## src/rtl/serial_subtractor.sv

```systemverilog
// ============================================================================
// serial_subtractor : bit-serial WIDTH-bit subtractor (A - B - borrow-in),
//                     one bit per clock LSB first, start/busy/done handshake.
// Revision 1.0 : initial release
// ============================================================================
`default_nettype none

module serial_subtractor #(
  parameter int WIDTH = 8
) (
  input  logic             i_clk,
  input  logic             i_rst,
  input  logic             i_start,
  input  logic [WIDTH-1:0] i_minuend,
  input  logic [WIDTH-1:0] i_subtrahend,
  input  logic             i_borrow,
  output logic             o_busy,
  output logic             o_done,
  output logic [WIDTH-1:0] o_diff,
  output logic             o_borrow
);

  localparam int unsigned      c_cnt_w = $clog2(WIDTH) + 1;
  localparam logic [c_cnt_w-1:0] c_last = c_cnt_w'(WIDTH - 1);

  typedef enum logic [1:0] {
    S_IDLE = 2'd0,
    S_RUN  = 2'd1,
    S_DONE = 2'd2
  } state_t;

  state_t             r_state;
  state_t             w_state_next;
  logic [WIDTH-1:0]   r_a;
  logic [WIDTH-1:0]   r_b;
  logic [WIDTH-1:0]   r_diff;
  logic               r_brw;
  logic [c_cnt_w-1:0] r_cnt;

  logic w_accept;
  logic w_last;
  logic w_bit_a;
  logic w_bit_b;
  logic w_d;
  logic w_brw_next;

  // A new operation may only be taken when no bits are in flight.
  assign w_accept = i_start && (r_state != S_RUN);
  assign w_last   = (r_cnt == c_last);

  assign w_bit_a    = r_a[0];
  assign w_bit_b    = r_b[0];
  assign w_d        = w_bit_a ^ w_bit_b ^ r_brw;
  assign w_brw_next = (~w_bit_a & w_bit_b) | (~(w_bit_a ^ w_bit_b) & r_brw);

  always_ff @(posedge i_clk or posedge i_rst) begin
    if (i_rst) begin
      r_state <= S_IDLE;
    end else begin
      r_state <= w_state_next;
    end
  end

  always_comb begin
    w_state_next = r_state;
    case (r_state)
      S_IDLE:  if (i_start) w_state_next = S_RUN;
      S_RUN:   if (w_last) w_state_next = S_DONE;
      S_DONE:  w_state_next = i_start ? S_RUN : S_IDLE;
      default: w_state_next = S_IDLE;
    endcase
  end

  // Result and borrow only move on accept or while running, so they hold
  // through DONE and the following idle period.
  always_ff @(posedge i_clk or posedge i_rst) begin
    if (i_rst) begin
      r_a    <= '0;
      r_b    <= '0;
      r_diff <= '0;
      r_brw  <= 1'b0;
      r_cnt  <= '0;
    end else if (w_accept) begin
      r_a   <= i_minuend;
      r_b   <= i_subtrahend;
      r_brw <= i_borrow;
      r_cnt <= '0;
    end else if (r_state == S_RUN) begin
      r_a    <= r_a >> 1;
      r_b    <= r_b >> 1;
      r_diff <= {w_d, r_diff[WIDTH-1:1]};
      r_brw  <= w_brw_next;
      r_cnt  <= r_cnt + c_cnt_w'(1);
    end
  end

  assign o_busy   = (r_state == S_RUN);
  assign o_done   = (r_state == S_DONE);
  assign o_diff   = r_diff;
  assign o_borrow = r_brw;

endmodule

`default_nettype wire

```

## config.mk

```make
export PLATFORM = sky130hd
export DESIGN_NAME = serial_subtractor
export DESIGN_NICKNAME = d
export VERILOG_FILES = /design/src/rtl/serial_subtractor.sv
export SDC_FILE = /design/constraint.sdc
export NUM_CORES = 1
export LEC_CHECK = 0
export BUFFER_PORTS_ARGS = -buffer_cell sky130_fd_sc_hd__buf_2
export CAP_MARGIN = 20
export CELL_PAD_IN_SITES_DETAIL_PLACEMENT = 1
export CELL_PAD_IN_SITES_GLOBAL_PLACEMENT = 1
export CORE_MARGIN = 8
export CORE_UTILIZATION = 43
export CTS_CLUSTER_SIZE = 30
export DETAILED_ROUTE_END_ITERATION = 10
export PLACE_DENSITY = 0.82
export SLEW_MARGIN = 10
export SYNTH_ARGS = -nofsm -noshare
export SYNTH_HDL_FRONTEND = slang
export SYNTH_SLANG_ARGS = --single-unit
```

## constraint.sdc

```tcl
create_clock -name i_clk -period 2 [get_ports i_clk]
set_input_delay 0.1 -clock i_clk [delete_from_list [all_inputs] [get_ports i_clk]]
set_output_delay 0.1 -clock i_clk [all_outputs]
set_load 0.02 [all_outputs]
```

==> run_results.csv, run 1 <==
group,metric,value,unit
synth,synth-main-ff-cell,"dfrtp_1",
cts,clkTransAtPathRegs,0.08,ns
detailed_routing,vias,1059,
setup_path,rr_worst_depth,4,
synth,ys_ff_latch,31,
global_route,grt_pass1_wl,5.34,mm
synth,postSynthAreaPerCell,10.2,um2
layout,area_growth,16.2,%
global_route,grtUsageTotal,12.9,%
global_route,grt_pass1_vias,1198,
floorplanning,start_util,45.6,%
pwr,power.switching,0.000950,W
cts,numCtsBuffers,5,
place,gp_congestion,0.726,
pwr,cellPowerDensity,1420,nW/um2
setup_path,critPathKind,"reg -> out",
detailed_routing,drc,0,
floorplanning,core_area,3080,um2
place,post-dp-hpwl,2.17,mm
layout,final_nets,193,
global_route,grt_max_degree,46,
setup_path,cpMaxStageDelayCell,"inv_2",
outcome,run_status,"finished, final reports clean",
timing,clock.fmax,579,MHz
detailed_routing,routed_wl,2.95,mm
detailed_routing,wl_per_cell,13.8,um
flow_run,drv_cap,0,
timing,finalSetupViolCount,0,
global_route,grt_busiest_layer,"met2",
setup_path,cpPeakStageDelay,0.46,ns
layout,fin_area,1630,um2
cts,clk-insertion-delay-late,0.33,ns
setup_path,required,1.90,ns
synth,yosysUniqueCellTypes,22,
setup_path,crit_path_cell_trace,"nand2b_1 > inv_2 > buf_2",
cts,cts_tree,"done",
detailed_routing,ant_nets,0,
timing,setup_tns,0,ns
cts,post_cts_buffers,0,
timing,drv_slew,0,
cts,cts_num_sinks,31,
setup_path,end_kind,"output port",
timing,worst_pin_slew,0.614,ns
setup_path,worstPathMaxFanout,45,
floorplanning,die_width,73.1,um
floorplanning,pin_count,31,
min_path,hp-class,"in -> reg",
pwr,seqPwrFrac,46.2,%
setup_path,cp_data_arrival_time,1.63,ns
pwr,clkPwrFrac,13.7,%
pwr,swShare,41.1,%
layout,fillCellCount,365,
place,placed_area,1570,um2
timing,fin_crit_sh,86.4,%
setup_path,rr_startpoint,"r_state[1]",
setup_path,cp.buffers_inverters,2,
synth,synth_edf_count,0,
global_route,grtUsageMet3,5.36,%
min_path,min_from,"i_subtrahend[7]",
synth,syn-instance-count,138,
detailed_routing,dr.pass1.iters,4,
detailed_routing,drtIter0Drc,52,
timing,hold_violations,0,
synth,synth_top_area_share,55.3,%
setup_path,startpoint_type,"flip-flop",
timing,period_minus_slack,1.73,ns
synth,async_flop_share,100,%
global_route,grt_overflow_total,0,
timing,max-slew-margin-rel,59.0,%
floorplanning,rows,20,
synth,synth_nets,160,
cts,cts.path.max_buffers,2,
synth,synth.most_common_cell,"nand2_1",
floorplanning,die-height,73.1,um
place,portBuffers,30,
synth,synth_common_cells,"43 x nand2_1, 31 x dfrtp_1, 18 x o21ai_0",
pwr,p_leak,0.858,nW
global_route,antenna_found_initial,0,
cts,htree_levels,2,
pwr,p_comb_share,40.0,%
setup_path,path_depth,3,
cts,root_buffer,"clkbuf_4",
layout,num_antenna_cells,0,
detailed_routing,routed_via_density,4.95,
layout,drive_above_1_share,23.5,%
global_route,met2_usage,21.9,%
setup_path,cpLargestDelayFamily,"buffers and inverters",
floorplanning,die_area,5350,um2
timing,skew,0.00458,ns
global_route,use_met1,13.8,%
synth,synth.area.top_cells,"dfrtp_1 55%, nand2_1 12%, mux2i_1 11%",
synth,syn_area,1400,um2
pwr,irDropWorstVdd,0.511,mV
timing,rsz0062_at_grt,"false",
min_path,whs_path_depth,3,
synth,synth_top_area_cell,"dfrtp_1",
setup_path,startpoint,"r_state[1]",
synth,seq_area_frac_synth,55.3,%
pwr,internal-power,0.00136,W
synth,ys_warn_count,0,
## state kept, by name, indices dropped and copies added, names as in the netlist
name and count:
o_borrow 1, r_cnt 4, r_state 2, r_b 8, r_a 8, o_diff 8
## layer usage
metal  vias to the layer above  routed length (um)
li1                        515                   -
met1                       513                1220
met2                        26                1490
met3                         5                 190
met4                         0                  51
met5                         -                   0
## timing repair
action	CTS	global route
hold buffers	2	0
gates resized for setup	0	0
hold endpoints to repair	32	0
## metrics by stage
| stage | hold WS [ns] | utilization (%) | worst slack, ns | cells | total power [W] |
|---|---|---|---|---|---|
| after floorplan | 0.204 | - | 0.849 | 138 | 0.00179 |
| after global placement | 0.193 | 51.0 | 0.624 | 206 | 0.00195 |
| after detailed placement | 0.205 | 51.0 | 0.559 | 206 | 0.00204 |
| after CTS | 0.0213 | 53.0 | 0.213 | 214 | 0.00237 |
| after global routing | 0.0251 | 53.0 | 0.0974 | 214 | 0.00255 |
| final | 0.0329 | 53.0 | 0.272 | 214 | 0.00231 |
## final cells by class
class	count	area [um2]	area share [%]
Tap cell	44	55.1	3.38
Inverter	5	18.8	1.15
Clock buffer	6	41.3	2.53
Sequential cell	31	776	47.6
Timing Repair Buffer	34	185	11.4
Multi-Input combinational cell	94	554	34.0
## power by group through the flow
stage,Clock [W],Sequential (W),Combinational [W]
after floorplan,0,0.00114,0.000645
after global placement,0,0.00106,0.000886
after detailed placement,0,0.00109,0.000953
after CTS,0.000338,0.00107,0.000957
after global routing,0.000361,0.00111,0.00108
final,0.000317,0.00107,0.000925
## final timing paths
check / to / slack [ns]
max in group asynchronous: r_b[4] / 1.33
min in group asynchronous: o_diff[2] / 0.39
hold reg to reg: r_a[1] / 0.49
setup reg to reg: r_cnt[2] / 0.57
setup / recovery: o_busy / 0.27
hold / removal: r_b[7] / 0.03
## cell usage in the layout (no fill, tap or decap)
cell type       n
a21oi_1         1
nand2b_1        1
o21ai_0        18
buf_2          30
nand3_1         4
mux2_4          1
nand3b_1        1
fa_1            1
inv_2           1
dlygate4sd3_1   2
buf_4           2
nor2b_1         1
mux2i_1        16
dfrtp_1        31
inv_1           4
nor2_1          2
clkbuf_4        5
clkbuf_1        1
o211a_1         1
ha_1            1
nor3_1          2
mux2i_4         1
nand2_1        43
## cell families (layout without fill, tap and decap cells)
family	count (synthesis)	count (layout)	share of synthesized area (%)
AO/OA/AOI/OAI	20	20	7.49
adder cells (fa/ha/maj)	2	2	2.32
buffers and inverters	13	45	5.17
flip-flops	31	31	55.3
multiplexers	18	18	14.1
AND/OR/NAND/NOR	54	54	15.6
## worst reg2reg max path, cell delays in order (launching register included)
cell      delay [ns]
dfrtp_1         0.38
nand2b_1        0.17
inv_2           0.46
nand2_1         0.20
mux2i_4         0.15
No activity file was read; power rests on OpenSTA's default activity.
==> run 2: changes to the inputs <==
PLACE_DENSITY = unset   (was 0.82)
PLACE_DENSITY_LB_ADDON = 0.1   (was unset)
==> run 2 against run 1 <==
Compared with the run above: global-route usage shrank 0.18 points; cell area increased by 0.77%; critical path depth did not move; clock skew increased by 0.0071 ns; die area unchanged; clock power is 18% higher; total power up 2.6%; critical path type unchanged; largest cell class unchanged; highest routed layer unchanged.
==> run_results.csv, run 2 (synthesized netlist as in run 1, its figures left out) <==
group,metric,value,unit
floorplanning,core_area,3080,um2
setup_path,critPathKind,"reg -> out",
setup_path,end_kind,"output port",
timing,setup_tns,0,ns
place,portBuffers,30,
timing,period_minus_slack,1.62,ns
place,post-dp-hpwl,2.01,mm
setup_path,cpPeakStageDelay,0.39,ns
cts,clkTransAtPathRegs,0.10,ns
outcome,run_status,"finished, final reports clean",
floorplanning,die_area,5350,um2
timing,whs,0.0196,ns
cts,clk-insertion-delay-late,0.34,ns
detailed_routing,drtIter0Drc,26,
cts,numCtsBuffers,5,
floorplanning,rows,20,
pwr,power.switching,0.000959,W
detailed_routing,vias,1041,
detailed_routing,dr.pass1.iters,4,
global_route,antenna_found_initial,0,
cts,cts_tree,"done",
pwr,clkPwrFrac,15.8,%
timing,skew,0.0116,ns
pwr,cellPowerDensity,1440,nW/um2
timing,clock.fmax,616,MHz
place,gp_congestion,0.692,
global_route,grt_pass1_wl,5.13,mm
detailed_routing,routed_via_density,4.84,
setup_path,cp_data_arrival_time,1.52,ns
layout,drive_above_1_share,25.1,%
setup_path,required,1.90,ns
floorplanning,die_width,73.1,um
setup_path,cpMaxStageDelayCell,"inv_2",
pwr,p_comb_share,39.4,%
flow_run,drv_cap,0,
timing,rsz0062_at_grt,"false",
timing,fin_crit_sh,81.2,%
floorplanning,die-height,73.1,um
layout,num_antenna_cells,0,
pwr,p_leak,0.868,nW
detailed_routing,ant_nets,0,
floorplanning,start_util,45.6,%
pwr,seqPwrFrac,44.9,%
detailed_routing,wl_per_cell,13.3,um
cts,root_buffer,"clkbuf_4",
setup_path,r2r_setup_slack,0.60,ns
timing,hold_violations,0,
cts,htree_levels,2,
cts,cts_num_sinks,31,
global_route,grt_max_degree,36,
setup_path,rr_worst_depth,4,
setup_path,crit_path_cell_trace,"nand2b_1 > inv_2 > buf_2",
pwr,irDropWorstVdd,0.617,mV
pwr,design_power_total,0.00237,W
pwr,internal-power,0.00141,W
layout,layout_commonest_cell,"nand2_1",
floorplanning,pin_count,31,
timing,max-slew-margin-rel,64.2,%
global_route,grt_pass1_vias,1143,
layout,area_growth,17.1,%
min_path,hp-class,"in -> reg",
layout,final_nets,193,
timing,worst_pin_slew,0.537,ns
detailed_routing,routed_wl,2.87,mm
global_route,grtUsageTotal,12.8,%
pwr,swShare,40.5,%
layout,final_cell_mix,"43 x nand2_1, 31 x dfrtp_1, 30 x buf_2",
setup_path,worstPathMaxFanout,35,
cts,cts.path.max_buffers,2,
timing,drv_slew,0,
global_route,grt_overflow_total,0,
timing,finalSetupViolCount,0,
detailed_routing,drc,0,
setup_path,startpoint_type,"flip-flop",
min_path,whs_path_depth,3,
-- run 2: cell types whose count changed in the layout (fill, tap and decap cells not counted) --
cell and delta:
dlygate4sd3_1 -1, clkbuf_1 -1, clkbuf_8 +1, clkinv_2 +1, buf_4 +1
-- run 2: per-layer routing --
metal  part of all wire (%)  routed length (um)  GRT usage, %  vias up
met3                    7.1                 203          4.67        7
met1                     44                1250          13.5      490
met5                      0                   0             0        -
met2                     46                1330          20.4       26
met4                    2.9                  82          9.33        0
li1                       -                   -             -      518
-- run 2: layout make-up --
class,count,area [um2]
flip-flops and latches,31,776
clock buffers,6,51.3
inverters,5,18.8
fillers,396,1440
clock inverters,1,5.00
repair buffers,34,183
multi-input cells,94,554
well taps,44,55.1
-- run 2: repair_timing --
item | in CTS | in global routing
gates resized for setup | 0 | 0
setup buffers | 0 | 0
hold endpoints to repair | 31 | 0
hold buffers | 1 | 0
-- run 2: per-stage QoR --
| stage | cells | setup slack [ns] | instance area (um2) | utilization [%] |
|---|---|---|---|---|
| after floorplan | 138 | 0.849 | 1400 | - |
| after global placement | 207 | 0.646 | 1580 | 51.2 |
| after detailed placement | 207 | 0.582 | 1580 | 51.2 |
| after CTS | 215 | 0.328 | 1640 | 53.4 |
| after global routing | 215 | 0.248 | 1640 | 53.4 |
| final | 215 | 0.376 | 1640 | 53.4 |
-- run 2: critical path, delay by kind of cell, from the launching register on --
family                 cells  cell delay (ns)
DFF                        1             0.38
and+or+nand+nor            1             0.17
buffers and inverters      2             0.65
-- run 2: final timing paths --
path	start	to
max	r_state[1]	o_busy
min	i_subtrahend[7]	r_b[7]
max reg2reg	r_state[1]	r_b[0]
min reg2reg	r_a[1]	r_a[0]
max in group asynchronous	i_rst	r_a[4]
min in group asynchronous	i_rst	r_a[0]
-- run 2: power groups by stage --
stage	Sequential [W]	Combinational (W)	Clock, W
final	0.00106	0.000933	0.000374
after global routing	0.00110	0.00110	0.000413
after floorplan	0.00114	0.000645	0
after detailed placement	0.00108	0.000958	0
after CTS	0.00107	0.000960	0.000397
after global placement	0.00107	0.000916	0
